**config.mk**
```make
export PLATFORM = sky130hd
export DESIGN_NAME = game_flow_controller
export DESIGN_NICKNAME = d
export VERILOG_FILES = /design/src/rtl/game_flow_pkg.sv /design/src/rtl/layer_priority_mux.sv /design/src/rtl/game_flow_controller.sv
export SDC_FILE = /design/constraint.sdc
export NUM_CORES = 1
export LEC_CHECK = 0
export ABC_CLOCK_PERIOD_IN_PS = 3200
export BUFFER_PORTS_ARGS = -buffer_cell sky130_fd_sc_hd__buf_2
export CELL_PAD_IN_SITES_DETAIL_PLACEMENT = 1
export CELL_PAD_IN_SITES_GLOBAL_PLACEMENT = 2
export CORE_MARGIN = 4
export CORE_UTILIZATION = 32
export DETAILED_ROUTE_END_ITERATION = 8
export PLACE_DENSITY = 0.83
export RECOVER_POWER = 100
export SLEW_MARGIN = 20
export SYNTH_ARGS = -nofsm -noshare
export SYNTH_HDL_FRONTEND = slang
export SYNTH_SLANG_ARGS = --single-unit
```
**constraint.sdc**
```tcl
create_clock -name clk -period 3.2 [get_ports clk]
set_input_delay 0.16 -clock clk [delete_from_list [all_inputs] [get_ports clk]]
set_output_delay 0.16 -clock clk [all_outputs]
set_load 0.03 [all_outputs]
```
**src/rtl/game_flow_pkg.sv**
```systemverilog
// Shared types and constants for the Gold Miner screen sequencer.
package game_flow_pkg;

  // Screen sequence states
  typedef enum logic [1:0] {
    IDLE      = 2'd0,
    PLAY      = 2'd1,
    LEVEL_END = 2'd2,
    GAME_OVER = 2'd3
  } state_t;

  localparam int LEVEL_W = 3;
  localparam int SEC_W   = 7;

  // Colour shown where no drawing layer requests a pixel
  localparam logic [7:0] DEFAULT_BG_RGB = 8'h00;

endpackage

```
**src/rtl/layer_priority_mux.sv**
```systemverilog
// Registered priority merge of the per-layer drawing requests.
// Layer 0 has the highest priority; one clock of latency.
module layer_priority_mux
  import game_flow_pkg::*;
#(
  parameter int         NUM_LAYERS = 4,
  parameter logic [7:0] BG_RGB     = DEFAULT_BG_RGB
) (
  input  logic                    clk,
  input  logic                    resetN,
  input  logic [NUM_LAYERS-1:0]   layerDrawReq,
  input  logic [NUM_LAYERS*8-1:0] layerRGB,
  output logic                    drawingRequest,
  output logic [7:0]              RGBout
);

  logic [7:0] layer_rgb [NUM_LAYERS];
  logic       req_next;
  logic [7:0] rgb_next;
  logic       req_reg;
  logic [7:0] rgb_reg;

  genvar gi;
  generate
    for (gi = 0; gi < NUM_LAYERS; gi++) begin : g_slice
      assign layer_rgb[gi] = layerRGB[8*gi +: 8];
    end
  endgenerate

  // Walk from lowest to highest priority so the lowest requesting index wins
  always_comb begin
    req_next = 1'b0;
    rgb_next = BG_RGB;
    for (int i = NUM_LAYERS - 1; i >= 0; i--) begin
      if (layerDrawReq[i]) begin
        req_next = 1'b1;
        rgb_next = layer_rgb[i];
      end
    end
  end

  // Output register towards the VGA stage
  always_ff @(posedge clk or negedge resetN) begin
    if (!resetN) begin
      req_reg <= 1'b0;
      rgb_reg <= BG_RGB;
    end else begin
      req_reg <= req_next;
      rgb_reg <= rgb_next;
    end
  end

  assign drawingRequest = req_reg;
  assign RGBout         = rgb_reg;

endmodule

```
**src/rtl/game_flow_controller.sv**
```systemverilog
// Gold Miner screen sequencer: IDLE -> PLAY -> LEVEL_END -> PLAY/GAME_OVER,
// level timer from startOfFrame, and the merged drawing output.
// Optional build macro GAME_FLOW_PAUSE_EN adds pauseKey/paused.
module game_flow_controller
  import game_flow_pkg::*;
#(
  parameter int         FRAMES_PER_SEC = 60,
  parameter int         LEVEL_SECONDS  = 60,
  parameter int         SHOW_FRAMES    = 120,
  parameter int         MAX_LEVEL      = 5,
  parameter int         NUM_LAYERS     = 4,
  parameter logic [7:0] BG_RGB         = DEFAULT_BG_RGB
) (
  input  logic                    clk,
  input  logic                    resetN,
  input  logic                    startOfFrame,
  input  logic                    keyStart,
  input  logic                    scoreReached,
  input  logic [NUM_LAYERS-1:0]   layerDrawReq,
  input  logic [NUM_LAYERS*8-1:0] layerRGB,
`ifdef GAME_FLOW_PAUSE_EN
  input  logic                    pauseKey,
  output logic                    paused,
`endif
  output logic                    startScreenEn,
  output logic                    gameLoopEn,
  output logic                    levelEndEn,
  output logic                    gameOverEn,
  output logic [LEVEL_W-1:0]      level,
  output logic [SEC_W-1:0]        secondsLeft,
  output logic                    levelStartPulse,
  output logic                    drawingRequest,
  output logic [7:0]              RGBout
);

  // One counter serves both the timer seconds and the level-end hold time
  localparam int CNT_MAX = (FRAMES_PER_SEC > SHOW_FRAMES) ? FRAMES_PER_SEC : SHOW_FRAMES;
  localparam int CNT_W   = (CNT_MAX > 1) ? $clog2(CNT_MAX) : 1;

  state_t             state_reg, state_next;
  logic [LEVEL_W-1:0] level_reg, level_next;
  logic [SEC_W-1:0]   sec_reg, sec_next;
  logic [CNT_W-1:0]   cnt_reg, cnt_next;
  logic               pulse_reg, pulse_next;
  logic [3:0]         en_reg, en_next;     // {start, loop, levelEnd, gameOver}
  logic               key_d_reg;
  logic               key_edge;
  logic               frame_tick;
  logic               paused_reg, paused_next;

  assign key_edge = keyStart & ~key_d_reg;

`ifdef GAME_FLOW_PAUSE_EN
  logic pause_d_reg;
  logic pause_edge;
  assign pause_edge = pauseKey & ~pause_d_reg;
  assign frame_tick = startOfFrame & ~paused_reg;
  assign paused     = paused_reg;

  // Pause key history for edge detection
  always_ff @(posedge clk or negedge resetN) begin
    if (!resetN) pause_d_reg <= 1'b0;
    else         pause_d_reg <= pauseKey;
  end
`else
  assign frame_tick = startOfFrame;
`endif

  // Next-state, timer and level bookkeeping
  always_comb begin
    state_next  = state_reg;
    level_next  = level_reg;
    sec_next    = sec_reg;
    cnt_next    = cnt_reg;
    pulse_next  = 1'b0;
    paused_next = paused_reg;
    case (state_reg)
      IDLE: begin
        if (key_edge) begin
          state_next = PLAY;
          level_next = LEVEL_W'(1);
          sec_next   = SEC_W'(LEVEL_SECONDS);
          cnt_next   = '0;
          pulse_next = 1'b1;
        end
      end
      PLAY: begin
`ifdef GAME_FLOW_PAUSE_EN
        if (pause_edge) paused_next = ~paused_reg;
`endif
        if (frame_tick) begin
          if (cnt_reg == CNT_W'(FRAMES_PER_SEC - 1)) begin
            cnt_next = '0;
            if (sec_reg != '0) sec_next = sec_reg - SEC_W'(1);
            if (sec_reg == SEC_W'(1)) state_next = scoreReached ? LEVEL_END : GAME_OVER;
          end else begin
            cnt_next = cnt_reg + CNT_W'(1);
          end
        end
      end
      LEVEL_END: begin
        if (startOfFrame) begin
          if (cnt_reg == CNT_W'(SHOW_FRAMES - 1)) begin
            cnt_next = '0;
            if (level_reg == LEVEL_W'(MAX_LEVEL)) begin
              state_next = GAME_OVER;
            end else begin
              state_next = PLAY;
              level_next = level_reg + LEVEL_W'(1);
              sec_next   = SEC_W'(LEVEL_SECONDS);
              pulse_next = 1'b1;
            end
          end else begin
            cnt_next = cnt_reg + CNT_W'(1);
          end
        end
      end
      GAME_OVER: begin
        if (key_edge) begin
          state_next = IDLE;
          level_next = LEVEL_W'(1);
          sec_next   = SEC_W'(LEVEL_SECONDS);
        end
      end
      default: state_next = IDLE;
    endcase
    // Leaving PLAY always unpauses
    if (state_next != PLAY) paused_next = 1'b0;
    case (state_next)
      IDLE:      en_next = 4'b1000;
      PLAY:      en_next = 4'b0100;
      LEVEL_END: en_next = 4'b0010;
      default:   en_next = 4'b0001;
    endcase
  end

  // State and datapath registers
  always_ff @(posedge clk or negedge resetN) begin
    if (!resetN) begin
      state_reg  <= IDLE;
      level_reg  <= LEVEL_W'(1);
      sec_reg    <= SEC_W'(LEVEL_SECONDS);
      cnt_reg    <= '0;
      pulse_reg  <= 1'b0;
      en_reg     <= 4'b1000;
      key_d_reg  <= 1'b1;
      paused_reg <= 1'b0;
    end else begin
      state_reg  <= state_next;
      level_reg  <= level_next;
      sec_reg    <= sec_next;
      cnt_reg    <= cnt_next;
      pulse_reg  <= pulse_next;
      en_reg     <= en_next;
      key_d_reg  <= keyStart;
      paused_reg <= paused_next;
    end
  end

  assign startScreenEn   = en_reg[3];
  assign gameLoopEn      = en_reg[2];
  assign levelEndEn      = en_reg[1];
  assign gameOverEn      = en_reg[0];
  assign level           = level_reg;
  assign secondsLeft     = sec_reg;
  assign levelStartPulse = pulse_reg;

  layer_priority_mux #(
    .NUM_LAYERS (NUM_LAYERS),
    .BG_RGB     (BG_RGB)
  ) u_merge (
    .clk            (clk),
    .resetN         (resetN),
    .layerDrawReq   (layerDrawReq),
    .layerRGB       (layerRGB),
    .drawingRequest (drawingRequest),
    .RGBout         (RGBout)
  );

endmodule

```
# --- Yosys cells after proc, flatten, opt, wreduce, memory -nomap -nowiden ---
# Index checks and enable logic that the tools add are counted.
totals:
  input_bits: 41
  register_bits: 34
  elab_cells: 83
  output_inout_bits: 24
op_classes:
  n_bitwise: 2
  muxes: 43
  n_addsub: 3
  n_reduce_logical: 9
  n_eq_ne: 17
ops:
  columns: ["cell", "n"]
  rows:
  - ["7-bit 2-to-1 mux", 12]
  - ["7-bit one-hot mux with 3 select lines", 2]
  - ["8-bit 2-to-1 mux", 4]
  - ["2-bit 2-to-1 mux", 8]
  - ["2-bit inequality test, second input constant", 7]
  - ["3-bit 2-to-1 mux", 4]
  - ["4-bit one-hot mux with 3 select lines", 1]
  - ["1-bit 2-to-1 mux", 9]
  - ["2-bit one-hot mux with 4 select lines", 1]
  - ["7-bit by 1-bit adder with 7-bit output, second input constant", 1]
  - ["7-bit by 1-bit equality test with 1-bit output, second input constant", 1]
  - ["7-bit by 6-bit equality test with 1-bit output, second input constant", 1]
  - ["7-bit equality test, second input constant", 1]
  - ["7-bit AND reduction", 1]
  - ["7-bit nonzero test", 1]
  - ["7-bit by 1-bit subtractor with 7-bit output, second input constant", 1]
  - ["2-bit equality test, second input constant", 3]
  - ["3-bit one-hot mux with 2 select lines", 1]
  - ["5-bit AND reduction", 1]
  - ["2-bit by 1-bit equality test with 1-bit output, second input constant", 2]
  - ["2-bit logical NOT", 2]
  - ["4-bit AND reduction", 1]
  - ["3-bit by 1-bit adder with 3-bit output, second input constant", 1]
  - ["3-bit equality test, second input constant", 1]
  - ["other kinds (7)", 7]

# --- Depth between registers and ports, before layout ---
logic_depth:
  word_depth: 7
  ltp_mapped: 8
  ltp_nobuf: 7

# --- Modules after synthesis ---
# A second synthesis with hierarchy kept.
unflattened:
  hier_cells: 200
  area_unflattened_um2: 2039.5
by_module_without_submodules:
  columns: ["module", "instances", "area_per_inst_um2", "cells_per_inst", "seq_area_each_um2"]
  rows:
  - ["game_flow_controller", 1, 1570.3, 157, 634.4]
  - ["layer_priority_mux", 1, 469.2, 43, 225.2]

# --- Least setup slack after synthesis ---
# OpenSTA, ideal clock, no wires.
synth_timing:
  path_kind: "register to register"
  startpoint: "reg level_reg[1] (netlist: level[1])"
  endpoint: "reg sec_reg[0] (netlist: secondsLeft[0])"
  t_required_ns: 3.113
  arrival_time_ns: 2.002
  setup_time_ns: 0.087
  slack_ns: 1.111
  path_buffers: 0
  synth_period_minus_slack_ns: 2.089
  stages_incl_launch_ff: 8
  path_cell_list: "dfrtp_1 inv_1 ha_1 and2_1 o31ai_2 nand2_1 or4b_1 o211ai_1"
synth_between:
  elab_chain_len: 3
synth_rtl:
  columns: ["element", "line", "text"]
  rows:
  - ["start: declaration", "game_flow_controller.sv:41", "logic [LEVEL_W-1:0] level_reg, level_next;"]
  - ["start signal: assignment", "game_flow_controller.sv:150", "level_reg <= level_next;"]
  - ["3-bit equality test", "game_flow_controller.sv:105", "if (level_reg == LEVEL_W'(MAX_LEVEL)) begin"]
  - ["2-bit inequality test (no source line)", null, null]
  - ["7-bit AND reduction (no source line)", null, null]
  - ["end signal: assignment", "game_flow_controller.sv:142", "sec_reg <= SEC_W'(LEVEL_SECONDS);"]
  - ["end signal: assignment", "game_flow_controller.sv:151", "sec_reg <= sec_next;"]
  - ["end: declaration", "game_flow_controller.sv:42", "logic [SEC_W-1:0] sec_reg, sec_next;"]
# No other way between the ends.
# A chain may end at the register's enable or synchronous reset.

# --- Worst setup path in the final report ---
layout_timing:
  startpoint: "reg state_reg[1]"
  endpoint: "reg cnt_reg[4]"
layout_between:
  elab_chain_len: 3
layout_rtl:
  columns: ["element", "line", "text"]
  rows:
  - ["start: declaration", "game_flow_controller.sv:40", "state_t state_reg, state_next;"]
  - ["start signal: assignment", "game_flow_controller.sv:149", "state_reg <= state_next;"]
  - ["2-bit by 1-bit equality test with 1-bit output (tied with other cells)", "game_flow_controller.sv:77", "case (state_reg)"]
  - ["2-bit inequality test (no source line) / 3-bit nonzero test (equally long branches)", null, null]
  - ["4-bit AND reduction (no source line)", null, null]
  - ["end signal: assignment", "game_flow_controller.sv:152", "cnt_reg <= cnt_next;"]
  - ["end: declaration", "game_flow_controller.sv:43", "logic [CNT_W-1:0] cnt_reg, cnt_next;"]
# Several ways; a longest one is shown, not always the timed one.

==> run metrics <==
H-tree depth=2; synth warn=0; DIE HEIGHT=between 80 and 90 um; area grow syn2layout=23.5%; Post-Syn Area per Cell=9.46 um2; Detailed Routing Iterations Pass 1=4; Antenna Cells=0; CTS tree=built; CTS root buf=clkbuf_8; I/O Buffers=64; die area=7630 um2; Initial Util=about a third; crit path cell chain=inv_1 > ha_1 > o211ai_1 > o21ai_0 > nor2b_1 > a22o_1; CTS Buf Count=5; share of the synthesized area in the top cell type=about a third; final setup margin=0.843 ns; Storage cell area=860 um2; Mapped Cells=approximately 210; Worst setup SP type=flip-flop; layout cells sized above 1=roughly a fifth; Period minus WS final=2.36 ns; non-filler cells in the finished layout=357; Clk Latency, worst-skew pair=0.29 ns; residual DRC count=0; actual slew at the worst max-slew pin=1.83 ns; routed len/inst=15.0 um; clk_skew=0.00447 ns; antenna-violating nets left=0; Yosys cell types=47; Hold WC Path Type=in -> reg; Crit path arrival time=between 2 and 3 ns; Worst-path clk slew=0.08 ns; GP Congestion=0.789; max FFs per register=8; grt met1 use=a little under a fifth; final setup fails=0; PD cells=approximately 450 nW/um2; Vias=1847; GR Layer Usage met3=between 4 and 5%; initial antenna violation count=0; Yosys top cell by area=dfrtp_1; core area=6030 um2; Fmax achieved=424 MHz; Critical Path RT=between 3 and 4 ns; area of the multi-input gates=1070 um2; GRT Total Usage=15.0%; clk buf depth=2; drt initial violations=65; CTS resizes=0; Area contributors post-synth=dfrtp_1, dfstp_2, ha_1; global routing usage on met2=between 20% and 30%; Final Hold Vio Count=0; outcome=finished with violations; Crit Path Max Fanout=21; Post-Syn Area=2010 um2; Final Core Density=between 40 and 50%; CP Buf/Inv Count=1; RSZ-0062 raised after global routing=no; DP HPWL=4100 um; Setup TNS=0 ns; failing checks=max-capacitance violations, max-slew violations; grt ovf=0; num ports=65; final worst-path cycle share=73.6%; # Max-Cap Violations=1; maximum vdd drop=0.235 mV; vias in the first global route=approximately 1.9k; Post-Place Worst Slack=0.872 ns; routed wire length=approximately 5400 um; GR peak layer=met2; relative slew slack=-21.8%; Post-Layout Inst Area=2490 um2; DP Area=2410 um2; placed cells=around 350; critical path endpoint category=flip-flop; nets@finish=333; Pins Over Slew Limit=35; first-pass GRT wire length=around 9000 um; crit-path leading delay family=compound AO/OA/AOI/OAI gates; Sink Count=34; Site Rows=28; fill cell count=749; P_leak=1.08 nW; critical path class=reg -> reg; Mapped Nets=265; sequential area share after synthesis=42.7%; slowest stage delay, CP=0.59 ns; largest net degree at the start of global routing=35; vias per cell=~5.2; chip width=just under 90 um; Synth Register Bits=34; Crit-path slowest cell=ha_1
[cell type report]
cell class                      count  share of cell area, %
Inverter                           10                   1.51
Tap cell                           75                   3.77
Sequential cell                    34                   34.5
Multi-Input combinational cell    163                   43.0
Timing Repair Buffer               67                   12.6
Clock inverter                      3                   1.81
Clock buffer                        5                   2.77
[tightest hold or removal path: stages]
cell and delay [ns]:
buf_2 0.10, nor2_1 0.04, nand2_1 0.05
[what timing repair did]
| item | in CTS | in global routing |
|---|---|---|
| endpoints found under the hold margin | 28 | 0 |
| hold buffers | 2 | 0 |
| setup buffers | 0 | 0 |
[power by group]
group	switching, mW	leakage (nW)	total [mW]	internal (mW)
logic	0.107	0.631	0.187	0.0803
clock network	0.174	0.0504	0.406	0.232
registers	0.0542	0.397	0.529	0.475
total	0.335	1.08	1.12	0.787
[cells in the mapped netlist (all sizes together)]
| library cell | count |
|---|---|
| a2111o | 1 |
| a211o | 1 |
| a21o | 4 |
| a21oi | 14 |
| a22o | 6 |
| a22oi | 7 |
| a31o | 1 |
| a31oi | 1 |
| and2 | 3 |
| and3 | 1 |
| and3b | 2 |
| and4 | 1 |
| and4b | 2 |
| and4bb | 1 |
| clkbuf | 6 |
| dfrtp | 27 |
| dfstp | 7 |
| ha | 11 |
| inv | 10 |
| mux2 | 2 |
| mux2i | 2 |
| nand2 | 21 |
| nand2b | 5 |
| nand3 | 7 |
| nand3b | 1 |
| nand4b | 2 |
| nand4bb | 1 |
| nor2 | 19 |
| nor2b | 6 |
| nor3 | 6 |
| nor3b | 1 |
| nor4 | 2 |
| o2111ai | 1 |
| o211ai | 5 |
| o21ai | 9 |
| o221ai | 1 |
| o22ai | 7 |
| o31ai | 2 |
| or2 | 2 |
| or3 | 1 |
| or4 | 2 |
| or4b | 2 |
[worst paths after layout]
kind | start | endpoint | slack, ns | cells after the start
worst max-delay path | state_reg[1] | cnt_reg[4] | 0.84 | 6
worst min-delay path | layerDrawReq[3] | u_merge.drawingRequest | 0.09 | 3
worst max register to register | state_reg[1] | cnt_reg[4] | 0.84 | 6
worst min register to register | cnt_reg[1] | cnt_reg[1] | 0.51 | 2
max in group asynchronous | resetN | u_merge.RGBout[6] | 1.25 | 2
min in group asynchronous | resetN | cnt_reg[5] | 0.89 | 2
[routing by layer]
layer  vias to the layer above  share of wire (%)
met2                        72                 47
met5                         -                  0
met4                         0                1.1
met1                       858                 43
met3                         4                8.3
li1                        913                  -
[cells by family (layout without fill, tap and decap cells)]
logic type,count (synthesis),count (layout),share of synthesized area [%]
AOI/OAI and AO/OA,60,60,20.7
adders and majority gates,11,11,6.83
buffers and inverters,16,85,2.98
DFF,34,34,42.7
muxes,4,4,2.11
and+or+nand+nor,88,88,24.7
[metrics by stage]
step | total power [mW] | hold WS (ns)
3_5_place_dp | 0.733 | 0.282
4_1_cts | 1.15 | 0.0846
5_1_grt | 1.19 | 0.106
2_1_floorplan | 0.646 | -0.136
6_report | 1.12 | 0.0909
3_3_place_gp | 0.726 | 0.279
[cells in the final DEF (no fill, tap or decap), types with 4 or more instances in the layout]
cell,n
o211ai_1,4
a22o_1,6
a21oi_1,14
nand2_1,21
dfrtp_1,27
o21ai_0,9
clkbuf_8,5
nand2b_1,5
nor2b_1,6
inv_1,10
nand3_1,7
dfstp_2,6
o22ai_1,7
nor3_1,6
a22oi_1,7
a21o_1,4
clkbuf_1,28
nor2_1,19
buf_2,36
ha_1,11
Note: power is estimated with default switching activity, not from simulation.
